==> config.mk <==
export PLATFORM = sky130hd
export DESIGN_NAME = adder_arbiter
export DESIGN_NICKNAME = d
export VERILOG_FILES = /design/src/rtl/adder_arbiter.sv
export SDC_FILE = /design/constraint.sdc
export NUM_CORES = 1
export LEC_CHECK = 0
export BUFFER_PORTS_ARGS = -buffer_cell sky130_fd_sc_hd__buf_4
export CAP_MARGIN = 40
export CELL_PAD_IN_SITES_DETAIL_PLACEMENT = 0
export CELL_PAD_IN_SITES_GLOBAL_PLACEMENT = 1
export CORE_ASPECT_RATIO = 1.2
export CORE_MARGIN = 2
export CORE_UTILIZATION = 34
export DETAILED_ROUTE_END_ITERATION = 7
export GPL_ROUTABILITY_DRIVEN = 0
export PLACE_DENSITY = 0.9
export SLEW_MARGIN = 30
export SYNTH_ARGS = -nofsm -noshare
export SYNTH_HDL_FRONTEND = slang
export SYNTH_SLANG_ARGS = --single-unit
export TNS_END_PERCENT = 30
==> constraint.sdc <==
create_clock -name clk -period 3.3 [get_ports clk]
set_clock_uncertainty 0.2 [all_clocks]
set_input_delay 0.66 -clock clk [delete_from_list [all_inputs] [get_ports clk]]
set_output_delay 0.66 -clock clk [all_outputs]
set_load 0.05 [all_outputs]
==> src/rtl/adder_arbiter.sv <==
`default_nettype none
// ============================================================================
// Module      : adder_arbiter
// Description : Shares one 16-bit add/subtract datapath between N_REQ
//               requesters. A round-robin arbiter grants one request in IDLE.
//               The operation runs in EXEC, and the registered result is
//               presented in RESP, tagged with the id of the requester.
// Ports       : clk, rst (async, active high)
//               req_valid/req_ready  per-requester handshake (ready one-hot)
//               req_a/req_b          16-bit operands packed per requester
//               req_sub/req_sign     subtract select / signed overflow rule
//               rsp_valid/rsp_ready  response handshake
//               rsp_id/rsp_res/rsp_ovf  response payload
//               ovf_count            saturating overflow-response count
//                                    (only with ADDER_ARBITER_OVF_COUNT_EN)
// Options     : `define ADDER_ARBITER_OVF_COUNT_EN adds ovf_count.
// Revision    : 1.0 - initial release
// ============================================================================
module adder_arbiter #(
    parameter int N_REQ = 4,
    parameter int ID_W  = 2
) (
    input  logic                 clk,
    input  logic                 rst,
    input  logic [N_REQ-1:0]     req_valid,
    output logic [N_REQ-1:0]     req_ready,
    input  logic [16*N_REQ-1:0]  req_a,
    input  logic [16*N_REQ-1:0]  req_b,
    input  logic [N_REQ-1:0]     req_sub,
    input  logic [N_REQ-1:0]     req_sign,
    output logic                 rsp_valid,
    input  logic                 rsp_ready,
    output logic [ID_W-1:0]      rsp_id,
    output logic [15:0]          rsp_res,
    output logic                 rsp_ovf
`ifdef ADDER_ARBITER_OVF_COUNT_EN
    ,
    output logic [15:0]          ovf_count
`endif
);

    localparam logic [1:0] c_idle = 2'd0;
    localparam logic [1:0] c_exec = 2'd1;
    localparam logic [1:0] c_resp = 2'd2;

    // Valid vector padded to a power of two so the ID_W-bit scan index is
    // always in range, whatever N_REQ is.
    localparam int c_npad = 1 << ID_W;

    logic [1:0]      r_state;
    logic [ID_W-1:0] r_last;
    logic [15:0]     r_a;
    logic [15:0]     r_b;
    logic            r_sub;
    logic            r_sign;
    logic [ID_W-1:0] r_id;

    logic [c_npad-1:0] w_valid_pad;
    logic [ID_W:0]     w_scan;
    logic [ID_W-1:0]   w_idx;
    logic              w_any;
    logic [ID_W-1:0]   w_gnt_id;
    logic [15:0]       w_a;
    logic [15:0]       w_b;
    logic              w_sub;
    logic              w_sign;

    // Round-robin scan starting one past the last grant, wrapping at N_REQ.
    always_comb begin
        w_valid_pad = c_npad'(req_valid);
        w_scan      = '0;
        w_idx       = '0;
        w_any       = 1'b0;
        w_gnt_id    = '0;
        for (int k = 1; k <= N_REQ; k++) begin
            w_scan = {1'b0, r_last} + (ID_W+1)'(k);
            if (w_scan >= (ID_W+1)'(N_REQ)) begin
                w_scan = w_scan - (ID_W+1)'(N_REQ);
            end
            w_idx = w_scan[ID_W-1:0];
            if (!w_any && w_valid_pad[w_idx]) begin
                w_any    = 1'b1;
                w_gnt_id = w_idx;
            end
        end
    end

    // Operand select for the granted requester.
    always_comb begin
        w_a    = '0;
        w_b    = '0;
        w_sub  = 1'b0;
        w_sign = 1'b0;
        for (int i = 0; i < N_REQ; i++) begin
            if (w_gnt_id == ID_W'(i)) begin
                w_a    = req_a[16*i +: 16];
                w_b    = req_b[16*i +: 16];
                w_sub  = req_sub[i];
                w_sign = req_sign[i];
            end
        end
    end

    always_comb begin
        req_ready = '0;
        if (r_state == c_idle && w_any) begin
            req_ready = N_REQ'(1) << w_gnt_id;
        end
    end

    // Shared datapath, fed only from the latched operands.
    logic [15:0] w_bop;
    logic [16:0] w_sum;
    logic [15:0] w_res;
    logic        w_ovf;

    always_comb begin
        w_bop = r_sub ? ~r_b : r_b;
        w_sum = {1'b0, r_a} + {1'b0, w_bop} + {16'b0, r_sub};
        w_res = w_sum[15:0];
        // Unsigned: carry out for add, borrow (inverted carry) for subtract.
        // Signed: same-sign effective operands producing a different sign.
        if (r_sign) begin
            w_ovf = (r_a[15] == w_bop[15]) && (w_res[15] != r_a[15]);
        end else begin
            w_ovf = w_sum[16] ^ r_sub;
        end
    end

    always_ff @(posedge clk or posedge rst) begin
        if (rst) begin
            r_state   <= c_idle;
            r_last    <= ID_W'(N_REQ-1);
            r_a       <= '0;
            r_b       <= '0;
            r_sub     <= 1'b0;
            r_sign    <= 1'b0;
            r_id      <= '0;
            rsp_valid <= 1'b0;
            rsp_id    <= '0;
            rsp_res   <= '0;
            rsp_ovf   <= 1'b0;
        end else begin
            case (r_state)
                c_idle: begin
                    if (w_any) begin
                        r_a     <= w_a;
                        r_b     <= w_b;
                        r_sub   <= w_sub;
                        r_sign  <= w_sign;
                        r_id    <= w_gnt_id;
                        r_last  <= w_gnt_id;
                        r_state <= c_exec;
                    end
                end
                c_exec: begin
                    rsp_res   <= w_res;
                    rsp_ovf   <= w_ovf;
                    rsp_id    <= r_id;
                    rsp_valid <= 1'b1;
                    r_state   <= c_resp;
                end
                c_resp: begin
                    if (rsp_ready) begin
                        rsp_valid <= 1'b0;
                        r_state   <= c_idle;
                    end
                end
                default: begin
                    rsp_valid <= 1'b0;
                    r_state   <= c_idle;
                end
            endcase
        end
    end

`ifdef ADDER_ARBITER_OVF_COUNT_EN
    logic [15:0] r_ovf_count;

    always_ff @(posedge clk or posedge rst) begin
        if (rst) begin
            r_ovf_count <= '0;
        end else if (r_state == c_resp && rsp_valid && rsp_ready && rsp_ovf
                     && r_ovf_count != 16'hFFFF) begin
            r_ovf_count <= r_ovf_count + 16'd1;
        end
    end

    assign ovf_count = r_ovf_count;
`endif

endmodule
`default_nettype wire

==> results_dict.tcl, run 1 <==
set metrics [dict create \
    cp_common_cell "nand2_1" \
    required_ps 3340 \
    htree_levels 3 \
    fmax_ghz 0.330 \
    avgSynthCellArea_um2 7.10 \
    dpl.hpwl_um 9230 \
    cts_tree "done" \
    core_area_um2 12000 \
    clk_latency_ps 320 \
    fin_crit_sh_pct 91.7 \
    area_growth_pct 41.0 \
    ys_async_sr_fraction_pct 100 \
    grt_overflow_total 0 \
    design_area_um2 5850 \
    synthTopCellsByArea "dfrtp_1 (35%), nand2_1 (21%), o21ai_0 (11%)" \
    cts_buffers 9 \
    start_kind "flop" \
    synth-seq-cells 60 \
    vias_per_cell 4.84 \
    ys.flop_type "dfrtp_1" \
    rows 44 \
    powerDensity_nw_per_um2 1170 \
    cp_max_fo 16 \
    track_usage_pct 18.1 \
    period_needed_ps 3030 \
    detail_route.wl_per_cell_um 13.1 \
    timing.setup.tns_ps 0 \
    route.detailed.drc 0 \
    worstPathCellList "xor2_1 > ha_1 > nand2_1 > nor3_1 > a21boi_0 > o31a_2 > nand2_1 > or4b_1 > a41oi_2" \
    rsz0062_at_grt "false" \
    layout.nets 892 \
    antenna_found_initial 0 \
    final_cell_count_no_fill 899 \
    setup_viol 0 \
    cts-root-buf "clkbuf_16" \
    nFillCells 1218 \
    dr.pass1.iters 4 \
    synth_fp_nets 744 \
    synth_seq_area_share_pct 36.2 \
    die-height_um 125 \
    fp.dieW_um 105 \
    dp.cells 882 \
    grt_pass1_wl_um 19500 \
    yosysWarnings 0 \
    antenna_cells 0 \
    yosysTopAreaCellShare_pct 35.0 \
    netlist_area_um2 4150 \
    clockBufferDepth 2 \
    synthCells 585 \
    ant_nets 0 \
    grt_pass1_vias 4172 \
    clock_sinks 60 \
    ioPinCount 167 \
    synth_edf_count 0 \
    hp-class "input port to async pin" \
    grt_start_max_net_pins 70 \
    fp.dieArea_um2 13100 \
    finalHoldViolCount 0 \
    clk_pin_slew_ps 50 \
    max_cap_viol_count 0 \
    drtIter0Drc 174 \
    worst_slew_pin_slew_ps 642 \
    status "complete, no violations" \
    power.leakage_nw 3.00 \
    relSlewSlack_pct 57.2 \
    initial_core_util_pct 34.6 \
    postPlaceCellArea_um2 5550 \
    vdd.ir_drop.worst_mv 0.502 \
    cp-end-kind "flop" \
    worstSetupPathType "flop to flop" \
    crit_path_max_incr_delay_ps 550 \
    slew_viol_final 0 \
    numPortBuffers 166 \
    yosysUniqueCellTypes 43 \
    vias 4349 \
    arrival_ps 3070 \
    yosysTopAreaCell "dfrtp_1" \
    drive_gt1_share_pct 27.1 \
    crit_path_top_delay_cell "dfrtp_2" \
    drt-total-wl_um 11700 \
    cts_setup_buffers 0 \
]
stage by stage:
stage	total power, mW	worst slack [ps]	utilization [%]	hold WS [ps]
final	6.84	272	48.8	188
after CTS	6.88	92.7	48.6	282
after global placement	5.84	199	46.1	263
after detailed placement	6.00	117	46.2	270
after global routing	7.49	104	48.8	225
after floorplan	4.77	-46.6	-	239
cell type report:
| type | count | area (um^2) | area share, % |
|---|---|---|---|
| clock buffers | 15 | 278 | 4.75 |
| clock inverters | 1 | 5.00 | 0.0855 |
| inverters | 8 | 30.0 | 0.513 |
| multi-input cells | 480 | 2500 | 42.7 |
| flip-flops and latches | 60 | 1510 | 25.7 |
| well taps | 161 | 201 | 3.44 |
| repair buffers | 174 | 1340 | 22.8 |
worst paths after layout:
kind / slack [ps] / to / from / cells past startpoint
setup / recovery: 270 / rsp_ovf / r_sub / 9
hold / removal: 190 / r_a[12] / rst / 3
setup reg to reg: 270 / rsp_ovf / r_sub / 9
hold reg to reg: 280 / rsp_id[1] / r_id[1] / 2
max in group asynchronous: 2160 / r_last[1] / rst / 4
min in group clk: 280 / rsp_id[1] / r_id[1] / 2
cells by family (layout without fill, tap and decap cells):
kind of cell               after synthesis  count (layout)  share of synthesized area, %
and+or+nand+nor                        298             298                          29.5
AOI/OAI and AO/OA                      134             134                          18.3
DFF                                     60              60                          36.2
buffers and inverters                   45             198                          4.25
xor gates and xnor gates                31              31                          6.54
adders and majority gates               16              16                          5.00
muxes                                    1               1                         0.241
cells in the final DEF (no fill, tap or decap), drive strengths merged, types with 7 or more instances in the layout:
cell	netlist	routed
buf	5	174
nand2	237	237
dfrtp	58	58
xor2	23	23
a21o	7	7
o21ai	89	89
xnor2	8	8
clkbuf	32	15
a21oi	16	16
ha	15	15
inv	7	7
nand3	35	35
per-layer routing:
layer / up-vias / track usage (%) / wire length, um
met1: 1980 / 22.7 / 5140
li1: 2246 / - / -
met3: 7 / 3.02 / 510
met5: - / 0 / 0
met4: 0 / 5.73 / 106
met2: 116 / 31.5 / 5980
repair_timing:
item                                    in CTS  in global routing
hold buffers                                 0                  0
resized for setup                            0                  1
hold endpoints to repair                     0                  0
endpoints found under the setup margin       0                  4
flip-flops by register name, summed over array words and instances, names as in the netlist:
register and cells:
rsp_res 16, rsp_ovf 1, r_sign 1, r_id 2
r_a 16, rsp_id 2, r_b 16, r_last 2
r_sub 1, rsp_valid 1, r_state 2
synth_stat cells, types with 3 or more instances:
cell type / number
nor3_1: 3
clkbuf_1: 32
dfrtp_1: 58
xor2_1: 23
o21ai_0: 89
nand2b_1: 5
a21o_1: 7
xnor2_1: 8
o21bai_1: 3
nor2_1: 5
buf_1: 4
a211oi_1: 3
ha_1: 15
a21oi_1: 16
and3_1: 4
nand2_1: 237
nand3_1: 35
inv_1: 7
worst max-delay path, delay by kind of cell, from the launching register on:
kind / cells / cell delay [ps]
compound gates: 3 / 680
flops: 1 / 550
simple gates: 4 / 920
fa+ha+maj: 1 / 370
xor+xnor: 1 / 220
report_power, final:
| part | internal, mW | total (mW) | switching (mW) |
|---|---|---|---|
| clock | 0.567 | 0.858 | 0.291 |
| combinational | 1.74 | 4.52 | 2.78 |
| sequential | 1.14 | 1.46 | 0.320 |
| total | 3.45 | 6.84 | 3.39 |
No activity file was read; power rests on OpenSTA's default activity.
==> run 2: changes to the inputs <==
--- a/config.mk
+++ b/config.mk
@@ -14,7 +14,9 @@
 export CORE_UTILIZATION = 34
 export DETAILED_ROUTE_END_ITERATION = 7
 export GPL_ROUTABILITY_DRIVEN = 0
+export MAX_ROUTING_LAYER = met4
 export PLACE_DENSITY = 0.9
+export RECOVER_POWER = 100
 export SLEW_MARGIN = 30
 export SYNTH_ARGS = -nofsm -noshare
 export SYNTH_HDL_FRONTEND = slang
==> results_dict.tcl, run 2 (same netlist as run 1, synthesis figures left out) <==
set metrics [dict create \
    layout.nets 892 \
    r2r_end "rsp_ovf" \
    die-height_um 125 \
    arrival_ps 3050 \
    final_cell_count_no_fill 899 \
    final_common_cell "nand2_1" \
    critPathLaunch "r_sub" \
    r2r_cells 9 \
    dpl.hpwl_um 9230 \
    cp_common_cell "nand2_1" \
    detail_route.wl_per_cell_um 13.1 \
    antenna_cells 0 \
    clk_latency_ps 330 \
    start_kind "flop" \
    cp-end-kind "flop" \
    final_cell_mix "nand2_1 (237), buf_4 (142), o21ai_0 (89)" \
    grt_pass1_wl_um 19500 \
    clock_sinks 60 \
    dr.pass1.iters 4 \
    hp-class "flop to flop" \
    drt-total-wl_um 11800 \
    combPwrFrac_pct 65.3 \
    dp.cells 882 \
    worst_slew_pin_slew_ps 1220 \
    vdd.ir_drop.worst_mv 0.493 \
    fin_crit_sh_pct 91.2 \
    setup_viol 0 \
    postLayoutCoreUtil_pct 47.7 \
    p_seq_share_pct 21.8 \
    period_needed_ps 3010 \
    status "complete, no violations" \
    core_area_um2 12000 \
    clockBufferDepth 2 \
    max_cap_viol_count 0 \
    required_ps 3340 \
    rows 44 \
    pre_cts_slack_ps 117 \
    fin_ws_ps 291 \
    vias_per_cell 4.85 \
    area_growth_pct 38.0 \
    cts_buffers 9 \
    cts_setup_buffers 0 \
    htree_levels 3 \
    finalHoldViolCount 0 \
    worstSetupPathType "flop to flop" \
    largestRegisters "r_a: 16 flops, r_b: 16 flops, rsp_res: 16 flops" \
    fp.dieArea_um2 13100 \
    ioPinCount 167 \
    cts_tree "done" \
    hp-start "rsp_res[5]" \
    hold_depth 2 \
    internal_power_mw 3.32 \
    cts-root-buf "clkbuf_16" \
    clk_pin_slew_ps 50 \
    whs_endpoint "rsp_res[5]" \
    r2r_slack_ps 290 \
    crit_path_max_incr_delay_ps 550 \
    crit_path_top_delay_cell "dfrtp_2" \
    grt_pass1_vias 4182 \
    drive_gt1_share_pct 23.4 \
    cp_max_fo 16 \
    antenna_found_initial 0 \
    worstPathCellList "xor2_1 > ha_1 > nand2_1 > nor3_1 > a21boi_0 > o31a_2 > nand2_1 > or4b_1 > a41oi_1" \
    clkPwrFrac_pct 12.9 \
    ant_nets 0 \
    power.leakage_nw 2.90 \
    numPortBuffers 166 \
    drtIter0Drc 169 \
    vias 4358 \
    grt_overflow_total 0 \
    fmax_ghz 0.332 \
    rsz0062_at_grt "false" \
    r2r-start "r_sub" \
    route.detailed.drc 0 \
    grt_start_max_net_pins 70 \
    powerDensity_nw_per_um2 1170 \
    slew_viol_final 0 \
    swShare_pct 50.5 \
    relSlewSlack_pct 18.8 \
    fp.dieW_um 105 \
    track_usage_pct 18.6 \
    initial_core_util_pct 34.6 \
    p_sw_mw 3.39 \
]
-- run 2: worst max-delay path: cells and delay by family, from the launching register on --
kind | cells | cell delay, ps
xor gates and xnor gates | 1 | 220
DFF | 1 | 550
adders and majority gates | 1 | 370
AOI/OAI and AO/OA | 3 | 700
and+or+nand+nor | 4 | 880
-- run 2: power groups by stage --
stage | combinational [mW] | sequential [mW] | clock (mW)
3_5_place_dp | 4.52 | 1.48 | 0
6_report | 4.39 | 1.46 | 0.865
3_3_place_gp | 4.37 | 1.47 | 0
4_1_cts | 4.53 | 1.47 | 0.879
5_1_grt | 4.92 | 1.52 | 0.913
2_1_floorplan | 3.02 | 1.76 | 0
-- run 2: layout make-up --
class / instances / area, um^2
Multi-Input combinational cell: 480 / 2490
Clock inverter: 1 / 5.00
Tap cell: 161 / 201
Fill cell: 1245 / 6270
Sequential cell: 60 / 1510
Timing Repair Buffer: 174 / 1220
Inverter: 8 / 30.0
Clock buffer: 15 / 278
-- run 2: worst max path at each step --
stage | end | slack [ps] | cells past startpoint
floorplan | req_ready[1] | -50 | 6
global placement | rsp_res[13] | 200 | 9
detailed placement | rsp_ovf | 120 | 9
CTS | rsp_ovf | 90 | 9
global route | r_a[0] | 80 | 6
finish | rsp_ovf | 290 | 9
-- run 2: repair_timing --
item | CTS | global route
resized for setup | 0 | 1
endpoints found under the setup margin | 0 | 4
hold buffers | 0 | 0
-- run 2: through the flow --
step           instance area (um^2)  TNS, ps  hold slack, ps  power [mW]
2_1_floorplan                  4150    -93.3             239        4.77
3_3_place_gp                   5540        0             263        5.84
3_5_place_dp                   5550        0             270        6.00
4_1_cts                        5830        0             282        6.88
5_1_grt                        5730        0             306        7.35
6_report                       5730        0             274        6.72
-- run 2: metal layers --
metal | wire length [um] | part of all wire (%) | vias up | global-route usage, %
li1 | - | - | 2251 | -
met1 | 5280 | 45 | 1982 | 22.9
met2 | 5880 | 50 | 112 | 31.4
met3 | 475 | 4.0 | 13 | 2.71
met4 | 170 | 1.4 | 0 | 5.96
met5 | 0 | 0 | - | -
==> run 3: changes to the inputs <==
--- a/config.mk
+++ b/config.mk
@@ -15,8 +15,9 @@
 export DETAILED_ROUTE_END_ITERATION = 7
 export GPL_ROUTABILITY_DRIVEN = 0
 export MAX_ROUTING_LAYER = met4
-export PLACE_DENSITY = 0.9
+export PLACE_DENSITY = 0.87
 export RECOVER_POWER = 100
+export SETUP_SLACK_MARGIN = 0.3
 export SLEW_MARGIN = 30
 export SYNTH_ARGS = -nofsm -noshare
 export SYNTH_HDL_FRONTEND = slang
==> results_dict.tcl, run 3 (same netlist as run 1, synthesis figures left out) <==
set metrics [dict create \
    relSlewSlack_pct 8.90 \
    drtIter0Drc 160 \
    initial_core_util_pct 34.6 \
    p_sw_mw 3.53 \
    status "complete, no violations" \
    detail_route.wl_per_cell_um 13.3 \
    p_seq_share_pct 20.4 \
    dr.pass1.iters 4 \
    powerDensity_nw_per_um2 1200 \
    final_cell_count_no_fill 911 \
    cp_max_fo 6 \
    cp-end-kind "flop" \
    cts_tree "done" \
    clk_pin_slew_ps 50 \
    vias_per_cell 4.80 \
    clockBufferDepth 2 \
    internal_power_mw 3.54 \
    total_power_mw 7.08 \
    crit_family "simple AND/OR/NAND/NOR gates" \
    dp.cells 882 \
    worstSetupPathType "flop to flop" \
    seqCellArea_um2 1510 \
    grt_pass1_wl_um 19300 \
    period_needed_ps 3070 \
    cts_buffers 9 \
    rsz0062_at_grt "true" \
    crit_path_max_incr_delay_ps 520 \
    rows 44 \
    max_cap_viol_count 0 \
    ioPinCount 167 \
    antenna_found_initial 0 \
    cts-root-buf "clkbuf_16" \
    dpl.hpwl_um 9140 \
    core_area_um2 12000 \
    grt_pass1_vias 4126 \
    power.leakage_nw 2.98 \
    final_cell_mix "nand2_1 (235), buf_4 (154), o21ai_0 (89)" \
    hp-class "flop to flop" \
    hold_buffers 0 \
    route.detailed.drc 0 \
    fin_crit_sh_pct 93.0 \
    vias 4371 \
    grt_start_max_net_pins 71 \
    ant_nets 0 \
    largestRegisters "r_a: 16 flops, r_b: 16 flops, rsp_res: 16 flops" \
    clock_sinks 60 \
    slew_viol_final 0 \
    fmax_ghz 0.326 \
    track_usage_pct 18.2 \
    clkPwrFrac_pct 12.5 \
    final_common_cell "nand2_1" \
    layout.nets 905 \
    setup_viol 0 \
    htree_levels 3 \
    multiInputGateArea_um2 2510 \
    clk_latency_ps 330 \
    die-height_um 125 \
    fp.dieW_um 105 \
    fp.dieArea_um2 13100 \
    combPwrFrac_pct 67.1 \
    arrival_ps 3120 \
    vdd.ir_drop.worst_mv 0.494 \
    cp_num_buf_inv 1 \
    worstPathCellList "clkbuf_1 > xor2_1 > ha_1 > nor2_1 > nor3_2 > nor3b_2 > o31a_2 > nand2_2 > or4b_1 > a41oi_2" \
    r2r_slack_ps 230 \
    area_growth_pct 41.5 \
    start_kind "flop" \
    drive_gt1_share_pct 25.9 \
    crit_path_top_delay_cell "dfrtp_4" \
    swShare_pct 49.9 \
    finalHoldViolCount 0 \
    required_ps 3350 \
    drt-total-wl_um 12100 \
    worst_slew_pin_slew_ps 1370 \
    nFillCells 1233 \
    grt_overflow_total 0 \
    antenna_cells 0 \
    numPortBuffers 166 \
]
==> run 3: per-stage QoR <==
step | setup slack [ps] | area (um^2) | setup TNS, ps | utilization (%) | hold WS, ps
3_3_place_gp | 236 | 5540 | 0 | 46.1 | 262
6_report | 230 | 5880 | 0 | 49.0 | 261
3_5_place_dp | 108 | 5550 | 0 | 46.2 | 260
2_1_floorplan | -46.6 | 4150 | -93.3 | - | 239
4_1_cts | 322 | 5840 | 0 | 48.7 | 272
5_1_grt | 109 | 5880 | 0 | 49.0 | 291
==> run 3: power groups by stage <==
| stage | Combinational, mW | Sequential (mW) | Clock, mW |
|---|---|---|---|
| after detailed placement | 4.52 | 1.48 | 0 |
| after global placement | 4.38 | 1.47 | 0 |
| after global routing | 5.28 | 1.50 | 0.930 |
| after floorplan | 3.02 | 1.76 | 0 |
| final | 4.75 | 1.44 | 0.885 |
| after CTS | 4.54 | 1.47 | 0.894 |
==> run 3: layer usage <==
metal / up-vias / part of all wire [%] / global-route usage (%)
li1: 2272 / - / -
met1: 1957 / 45 / 23.5
met2: 126 / 49 / 29.9
met3: 16 / 4.3 / 1.82
met4: 0 / 1.7 / 6.20
met5: - / 0 / -
==> run 3: worst reg2reg max path, cell delays in order (launching register included) <==
cell      delay, ps
dfrtp_4         520
clkbuf_1        200
xor2_1          200
ha_1            360
nor2_1           90
nor3_2          210
nor3b_2         240
o31a_2          230
nand2_2          70
or4b_1          510
a41oi_2         170
==> run 3: path summary, 6_finish.rpt <==
| kind | start | end | cells past startpoint |
|---|---|---|---|
| worst max register to register | r_sub | rsp_ovf | 10 |
| worst max-delay path | r_sub | rsp_ovf | 10 |
| max in group asynchronous | rst | r_sub | 4 |
| worst min register to register | rsp_res[12] | rsp_res[12] | 2 |
| min in group asynchronous | rst | r_a[12] | 3 |
| worst min-delay path | rsp_res[12] | rsp_res[12] | 2 |
==> run 3: repair_timing <==
action	CTS	global route
setup endpoints to repair	4	4
resized for setup	3	16
setup buffers	0	13
pin swaps	0	14
==> run 3: area by class of cell <==
class | count | area share (%)
multi-input cells | 480 | 42.8
flip-flops and latches | 60 | 25.7
repair buffers | 187 | 22.7
clock buffers | 14 | 4.83
well taps | 161 | 3.43
inverters | 8 | 0.511
clock inverters | 1 | 0.0852
